$ cat config.mk
export PLATFORM = sky130hd
export DESIGN_NAME = aes_full_seq
export DESIGN_NICKNAME = d
export VERILOG_FILES = /design/src/rtl/aes_full_seq.sv
export SDC_FILE = /design/constraint.sdc
export NUM_CORES = 1
export LEC_CHECK = 0
export CORE_UTILIZATION = 47
export DETAILED_ROUTE_END_ITERATION = 8
export HOLD_SLACK_MARGIN = 0.1
export PLACE_DENSITY = 0.84
export REMOVE_ABC_BUFFERS = 1
export SYNTH_ARGS = -nofsm -noshare
export SYNTH_HDL_FRONTEND = slang
export SYNTH_SLANG_ARGS = --single-unit
$ cat constraint.sdc
create_clock -name clk -period 4 [get_ports clk]
set_input_delay 0.8 -clock clk [delete_from_list [all_inputs] [get_ports clk]]
set_output_delay 0.8 -clock clk [all_outputs]
set_load 0.01 [all_outputs]
$ cat src/rtl/aes_full_seq.sv
// aes_full_seq: round sequencer that walks the shared AES engine through one AES-128 block encryption.
// Optional engine-wait watchdog: define AES_SEQ_TIMEOUT_EN (limit set by TIMEOUT).
package aes_pkg;
  typedef enum logic [2:0] {
    NOOP            = 3'd0,
    AESENC          = 3'd1,
    AESENCLAST      = 3'd2,
    AESDEC          = 3'd3,
    AESDECLAST      = 3'd4,
    AESKEYGENASSIST = 3'd5,
    AESIMC          = 3'd6
  } opcode;
endpackage

module aes_full_seq #(
  parameter int unsigned TIMEOUT = 8
) (
  input  logic           clk,
  input  logic           nrst,
  input  logic           req_valid_i,
  output logic           req_ready_o,
  input  logic           abort_i,
  output logic           whiten_o,
  output logic           eng_start_o,
  output aes_pkg::opcode eng_opcode_o,
  output logic [7:0]     eng_rcon_o,
  output logic [3:0]     round_o,
  input  logic           eng_key_ready_i,
  input  logic           eng_cipher_ready_i,
  output logic           busy_o,
  output logic           done_o,
  output logic           err_o
);
  import aes_pkg::*;

  typedef enum logic [2:0] {
    IDLE, WHITEN, KEY_ISSUE, KEY_WAIT, ENC_ISSUE, ENC_WAIT, DONE, ERR
  } state_t;

  localparam logic [3:0] LAST_ROUND = 4'd10;

  state_t     state, state_nxt;
  logic [3:0] round, round_nxt;
  logic       timeout_hit;

  if (TIMEOUT < 4 || TIMEOUT > 255) begin : g_bad_timeout
    $error("aes_full_seq: TIMEOUT must lie in 4..255");
  end

  function automatic logic [7:0] rcon_of(input logic [3:0] r);
    case (r)
      4'd1:    return 8'h01;
      4'd2:    return 8'h02;
      4'd3:    return 8'h04;
      4'd4:    return 8'h08;
      4'd5:    return 8'h10;
      4'd6:    return 8'h20;
      4'd7:    return 8'h40;
      4'd8:    return 8'h80;
      4'd9:    return 8'h1b;
      4'd10:   return 8'h36;
      default: return 8'h00;
    endcase
  endfunction

`ifdef AES_SEQ_TIMEOUT_EN
  localparam logic [7:0] WAIT_LAST = 8'(TIMEOUT - 1);

  logic [7:0] wait_cnt;
  logic       in_wait;

  assign in_wait = (state == KEY_WAIT) || (state == ENC_WAIT);

  // wait_cnt counts completed wait cycles; it reaches TIMEOUT on the edge that leaves for ERR.
  always_ff @(posedge clk or negedge nrst) begin
    if (!nrst)        wait_cnt <= '0;
    else if (in_wait) wait_cnt <= wait_cnt + 8'd1;
    else              wait_cnt <= '0;
  end

  assign timeout_hit = in_wait && (wait_cnt == WAIT_LAST);
`else
  assign timeout_hit = 1'b0;
`endif

  // NOTE: sequential state uses non-blocking (<=) so every register samples pre-edge values.
  always_ff @(posedge clk or negedge nrst) begin
    if (!nrst) begin
      state <= IDLE;
      round <= '0;
    end else begin
      state <= state_nxt;
      round <= round_nxt;
    end
  end

  always_comb begin
    // NOTE: defaults first so no path through this block leaves a signal unassigned (no latches).
    state_nxt = state;
    round_nxt = round;
    case (state)
      IDLE: begin
        if (req_valid_i) begin
          state_nxt = WHITEN;
          round_nxt = '0;
        end
      end
      WHITEN: begin
        state_nxt = KEY_ISSUE;
        round_nxt = 4'd1;
      end
      KEY_ISSUE: state_nxt = KEY_WAIT;
      KEY_WAIT: begin
        if (eng_key_ready_i)  state_nxt = ENC_ISSUE;
        else if (timeout_hit) state_nxt = ERR;
      end
      ENC_ISSUE: state_nxt = ENC_WAIT;
      ENC_WAIT: begin
        if (eng_cipher_ready_i) begin
          if (round == LAST_ROUND) begin
            state_nxt = DONE;
          end else begin
            state_nxt = KEY_ISSUE;
            round_nxt = round + 4'd1;
          end
        end else if (timeout_hit) begin
          state_nxt = ERR;
        end
      end
      DONE:    state_nxt = IDLE;
      ERR:     state_nxt = IDLE;
      default: state_nxt = IDLE;
    endcase

    if (abort_i && state != IDLE) begin
      state_nxt = IDLE;
      round_nxt = '0;
    end
  end

  // abort_i is the one input allowed to reach outputs: it squashes this cycle's start/done/err.
  assign eng_start_o = ((state == KEY_ISSUE) || (state == ENC_ISSUE)) && !abort_i;

  always_comb begin
    eng_opcode_o = NOOP;
    if (eng_start_o) begin
      if (state == KEY_ISSUE)        eng_opcode_o = AESKEYGENASSIST;
      else if (round == LAST_ROUND)  eng_opcode_o = AESENCLAST;
      else                           eng_opcode_o = AESENC;
    end
  end

  assign req_ready_o = (state == IDLE);
  assign busy_o      = (state != IDLE);
  assign whiten_o    = (state == WHITEN);
  assign done_o      = (state == DONE) && !abort_i;
  assign round_o     = round;
  assign eng_rcon_o  = rcon_of(round);

`ifdef AES_SEQ_TIMEOUT_EN
  assign err_o = (state == ERR) && !abort_i;
`else
  assign err_o = 1'b0;
`endif

endmodule

Word level (Yosys, flattened, before mapping):

Memories as Yosys holds them, arrays and structs flattened.
Cells that the tools add are included.

* reduce and logical (&&, ||, !) cells: 11
* $add $sub $neg: 1
* bitwise logic cells: 0
* shift operators: 0
* equality and inequality tests: 12
* magnitude comparators: 0
* multiplexer cells: 14
* div/mod/pow operators: 0
* multipliers: 0

Operator list (number)
* $mux 3: 7
* $pmux 3 s7: 1
* $mux 4: 4
* $eq 3x3->1 const B: 4
* $pmux 4 s3: 1
* $ne 3x3->1 const B: 3
* $eq 3x2->1 const B: 2
* $add 4x1->4 const B: 1
* $eq 4x4->1 const B: 1
* $reduce_and 4->1: 1
* $reduce_bool 4->1: 1
* $eq 3x1->1 const B: 1
* $logic_and 1x1->1: 3
* $logic_not 3->1: 1
* $ne 3x2->1 const B: 1
* $reduce_and 3->1: 1
* $reduce_bool 3->1: 1
* $mux 2: 1
* $reduce_or 2->1: 1
* $logic_not 1->1: 1
* $logic_or 1x1->1: 1

* bits in writable memories: 0
* input port bits: 6
* memory bits (read-only): 128
* logic and storage cells: 41
* memories kept: 1
* bits in latches: 0
* output and inout port bits: 21
* flip-flop bits (word level): 7

Memory list
* (no name shown): depth 16, bits a word 8, rd ports 1, clocked after memory_dff 0, write ports 0, RTL line 51 `case (r)`

Depth between registers and ports, before layout:

* depth in word-level cells: 5
* gate-level depth with buffers: 6
* gate-level depth less buffers: 6

Worst setup path after synthesis:

OpenSTA, ideal clock, no wires.

* path type: register to output
* start: register round[0] (netlist: round_o[0])
* end: output eng_opcode_o[1]
* data arrival time: 1.377 ns
* stages on the path, launching flop included: 5
* path buffers: 0
* slack: 1.823 ns
* required time: 3.200 ns
* cell sequence: dfrtp_1 inv_1 ha_1 nand3b_1 nor4_1

* word-level cells in the longest chain between the ends: 4

Ends and longest elaborated chain
* start, declared: RTL line 43 `logic [3:0] round, round_nxt;`
* start signal, assigned: RTL line 93 `round <= round_nxt;`
* $eq 4x4->1: RTL line 148 `else if (round == LAST_ROUND) eng_opcode_o = AESENCLAST;`
* $mux 2: RTL line 148
* $mux 3: RTL line 147 `if (state == KEY_ISSUE) eng_opcode_o = AESKEYGENASSIST;`
* $mux 3: RTL line 146 `if (eng_start_o) begin`
* end, declared: RTL line 25 `output aes_pkg::opcode eng_opcode_o,`

Every way passes these cells.

Final worst setup path:

* start: input abort_i
* end: output eng_opcode_o[1]

* word-level cells in the longest chain between the ends: 3

Ends and longest elaborated chain
* start, declared: RTL line 22 `input logic abort_i,`
* $logic_not 1->1: RTL line 142 `assign eng_start_o = ((state == KEY_ISSUE) || (state == ENC_ISSUE)) && !abort_i;`
* $logic_and 1x1->1: RTL line 142
* $mux 3: RTL line 146

Every way passes these cells.

==> out/metrics.yaml <==
die:
  ios: 27
  dieHeight_um: 42.23
  initial_core_util: 0.5050
  num_rows: 14
  die_w_um: 42.23
  die_area_um2: 1783
  core_region_area_um2: 1506
clock_tree:
  cts_setup_buffers: 0
  cts_num_sinks: 7
  postCtsHoldBufs: 0
  clkLatencyLatePin_ns: 0.24
  cts_tree: "yes"
  clockRootBuffer: "clkbuf_4"
  clockBufferDepth: 2
  cts.clk_slew.worst_paths_ns: 0.05
  cts_resized: 0
  cts_made_buffers: 3
  htree_levels: 1
grt:
  grt_overflow: 0
  grt_max_degree: 19
  grt_pass1_vias: 655
  grt_usage: 0.1857
  grt_antenna_before_repair: 0
  grt_pass1_wl_mm: 2.642
synthesis:
  yosys.area_share.simple: 0.3438
  synth_top_family_by_area: "simple AND/OR/NAND/NOR gates"
  async_flop_share: 1.000
  synth_cell_types: 40
  syn_avg_cell_area_um2: 7.763
  synth_fa_ha_area_frac: 0.09868
  ys_seq_area_frac: 0.2303
  synth_seq_cells: 7
  synth_edf_count: 0
  syn_area_um2: 760.7
  synth_xor_area_frac: 0
  synth_mux_area_frac: 0.01480
  yosys_warnings: 0
  ys.flop_type: "dfrtp_1"
  syn_inst: 98
  synth_compound_area_frac: 0.2253
timing:
  worstMarginPinSlew_ns: 0.5444
  post-route-worst-setup-slack_ns: 0.8968
  rsz0062_at_grt: "no"
  skew_ns: 0.0004540
  hold_viol_final: 0
  maxSlewViolCount: 0
  fmax_mhz: 322.3
  fin_crit_sh: 0.7758
  min_period_ns: 3.103
  setup_violations: 0
  max-slew-margin-rel: 0.6371
  whs_ns: 0.6757
  setup_tns_ns: 0
final_layout:
  final_nets: 133
  fillers: 134
  area_growth_pct: 34.70
  antennaDiodeCount: 0
  finalNonFillerCells: 136
  drive_above_1_share: 0.09167
routing:
  antenna_left: 0
  wl_per_cell_um: 11.40
  drc_errors: 0
  first_pass_iters: 4
  num_vias: 782
  drtIter0Drc: 24
  wl_mm: 1.551
  via_per_inst: 5.750
placed_design:
  dp.final_hpwl_mm: 1.215
  pre_cts_slack_ns: 0.8979
  portBuffers: 25
  gp_congestion: 0.7771
  dp.cells: 132
flow_run:
  maxCapViolCount: 0
setup_path:
  worstPathMaxFanout: 16
  cp-start-kind: "input port"
  reg2reg_slack_ns: 2.17
  worstReg2RegEnd: "round_o[0]$_DFFE_PN0P_"
  crit_end: "eng_opcode_o[1]"
  crit_start: "abort_i"
  r2r_cells: 6
  crit-reg2reg-launch: "round_o[0]$_DFFE_PN0P_"
  crit_type: "input port to primary output"
  arrival_ns: 2.30
  end_kind: "primary output"
  crit_required_ns: 3.20
power_and_ir_drop:
  cellPowerDensity_nw_per_um2: 428.2
  vdd_ir_drop_max_mv: 0.2676
  combPwrFrac: 0.537
  clock_power_share: 0.139
  p_sw_frac: 0.4115
  p_total_uw: 438.8
  p_int_uw: 258.3
  seqPwrFrac: 0.324
  leakage_nw: 0.4097
  p_sw_uw: 180.6
run_status:
  status: "finished clean"
min_path:
  hold_class: "flop to flop"
  hold_depth: 2
layout by cell type, fill, tap and decap left out, types with 2 or more instances in the layout:
master | Yosys | routed
clkdlybuf4s50_1 | 0 | 25
nor2_1 | 9 | 9
nand2_1 | 7 | 7
dfrtp_1 | 7 | 7
inv_1 | 6 | 6
ha_1 | 6 | 6
nor2b_1 | 5 | 5
nand2b_1 | 5 | 5
a21oi_1 | 4 | 4
o21ai_0 | 4 | 4
nand3_1 | 4 | 4
nand3b_1 | 3 | 3
clkbuf_4 | 0 | 3
nand2b_4 | 2 | 2
o21a_1 | 2 | 2
nor3_1 | 2 | 2
o22ai_1 | 2 | 2
Yosys cell counts, types with 2 or more instances:
cell type | n | area share
o22ai_1 | 2 | 0.016
nor2_1 | 9 | 0.044
o21a_1 | 2 | 0.020
buf_4 | 2 | 0.020
nor3_1 | 2 | 0.013
nor2b_1 | 5 | 0.041
a21oi_1 | 4 | 0.026
inv_1 | 6 | 0.030
dfrtp_1 | 7 | 0.23
nand2b_4 | 2 | 0.036
ha_1 | 6 | 0.099
nand3_1 | 4 | 0.026
buf_2 | 2 | 0.013
o21ai_0 | 4 | 0.026
clkbuf_1 | 4 | 0.020
nand2b_1 | 5 | 0.041
nand3b_1 | 3 | 0.030
nand2_1 | 7 | 0.035
through the flow:
step           utilization  cell area [um2]
2_1_floorplan            -            720.7
3_3_place_gp        0.6628            998.5
3_5_place_dp        0.6628            998.5
4_1_cts             0.6802             1025
5_1_grt             0.6802             1025
6_report            0.6802             1025
state kept, by name, summed over array words and instances, names as in the netlist:
signal   cells
round_o      4
state        3
layer usage:
layer / up-vias / track usage / routed length (um) / share of wire
li1: 389 / - / - / -
met1: 367 / 0.2174 / 678 / 0.44
met2: 26 / 0.3415 / 805 / 0.52
met3: 0 / 0.01293 / 68 / 0.044
met4: 0 / 0.08125 / 0 / 0
met5: - / 0 / 0 / 0
cells by family (layout without fill, tap and decap cells):
| logic type | count (synthesis) | after routing |
|---|---|---|
| AND/OR/NAND/NOR | 45 | 45 |
| buffers and inverters | 14 | 36 |
| AO/OA/AOI/OAI | 24 | 24 |
| flip-flops | 7 | 7 |
| multiplexers | 1 | 1 |
| other | 1 | 1 |
| adder cells (fa/ha/maj) | 6 | 6 |
critical path: stages:
cell	delay, ns
clkdlybuf4s50_1	0.39
buf_4	0.18
nand2b_4	0.16
nor4_1	0.19
clkdlybuf4s50_1	0.58
power groups by stage:
stage               logic [mW]  registers [mW]  clock network (mW)
floorplan                0.144           0.130                   0
global placement         0.234           0.142                   0
detailed placement       0.238           0.143                   0
CTS                      0.239           0.142              0.0624
global route             0.259           0.148              0.0677
finish                   0.236           0.142              0.0609
layout make-up:
class                           instances  area, um2  area share
Inverter                                6      22.52     0.02198
Multi-Input combinational cell         77      523.0      0.5104
Sequential cell                         7      175.2      0.1709
Clock buffer                            4      26.28     0.02564
Tap cell                               16      20.02     0.01954
Timing Repair Buffer                   26      257.7      0.2515
worst min-delay path by stage:
stage | startpoint | slack, ns | end
global route | round_o[1]$_DFFE_PN0P_ | 0.73 | round_o[1]$_DFFE_PN0P_
floorplan | nrst | 0.50 | round_o[0]$_DFFE_PN0P_
finish | round_o[2]$_DFFE_PN0P_ | 0.68 | round_o[2]$_DFFE_PN0P_
global placement | round_o[1]$_DFFE_PN0P_ | 0.68 | round_o[1]$_DFFE_PN0P_
detailed placement | round_o[2]$_DFFE_PN0P_ | 0.66 | round_o[2]$_DFFE_PN0P_
CTS | round_o[2]$_DFFE_PN0P_ | 0.68 | round_o[2]$_DFFE_PN0P_
Note: power is estimated with default switching activity, not from simulation.
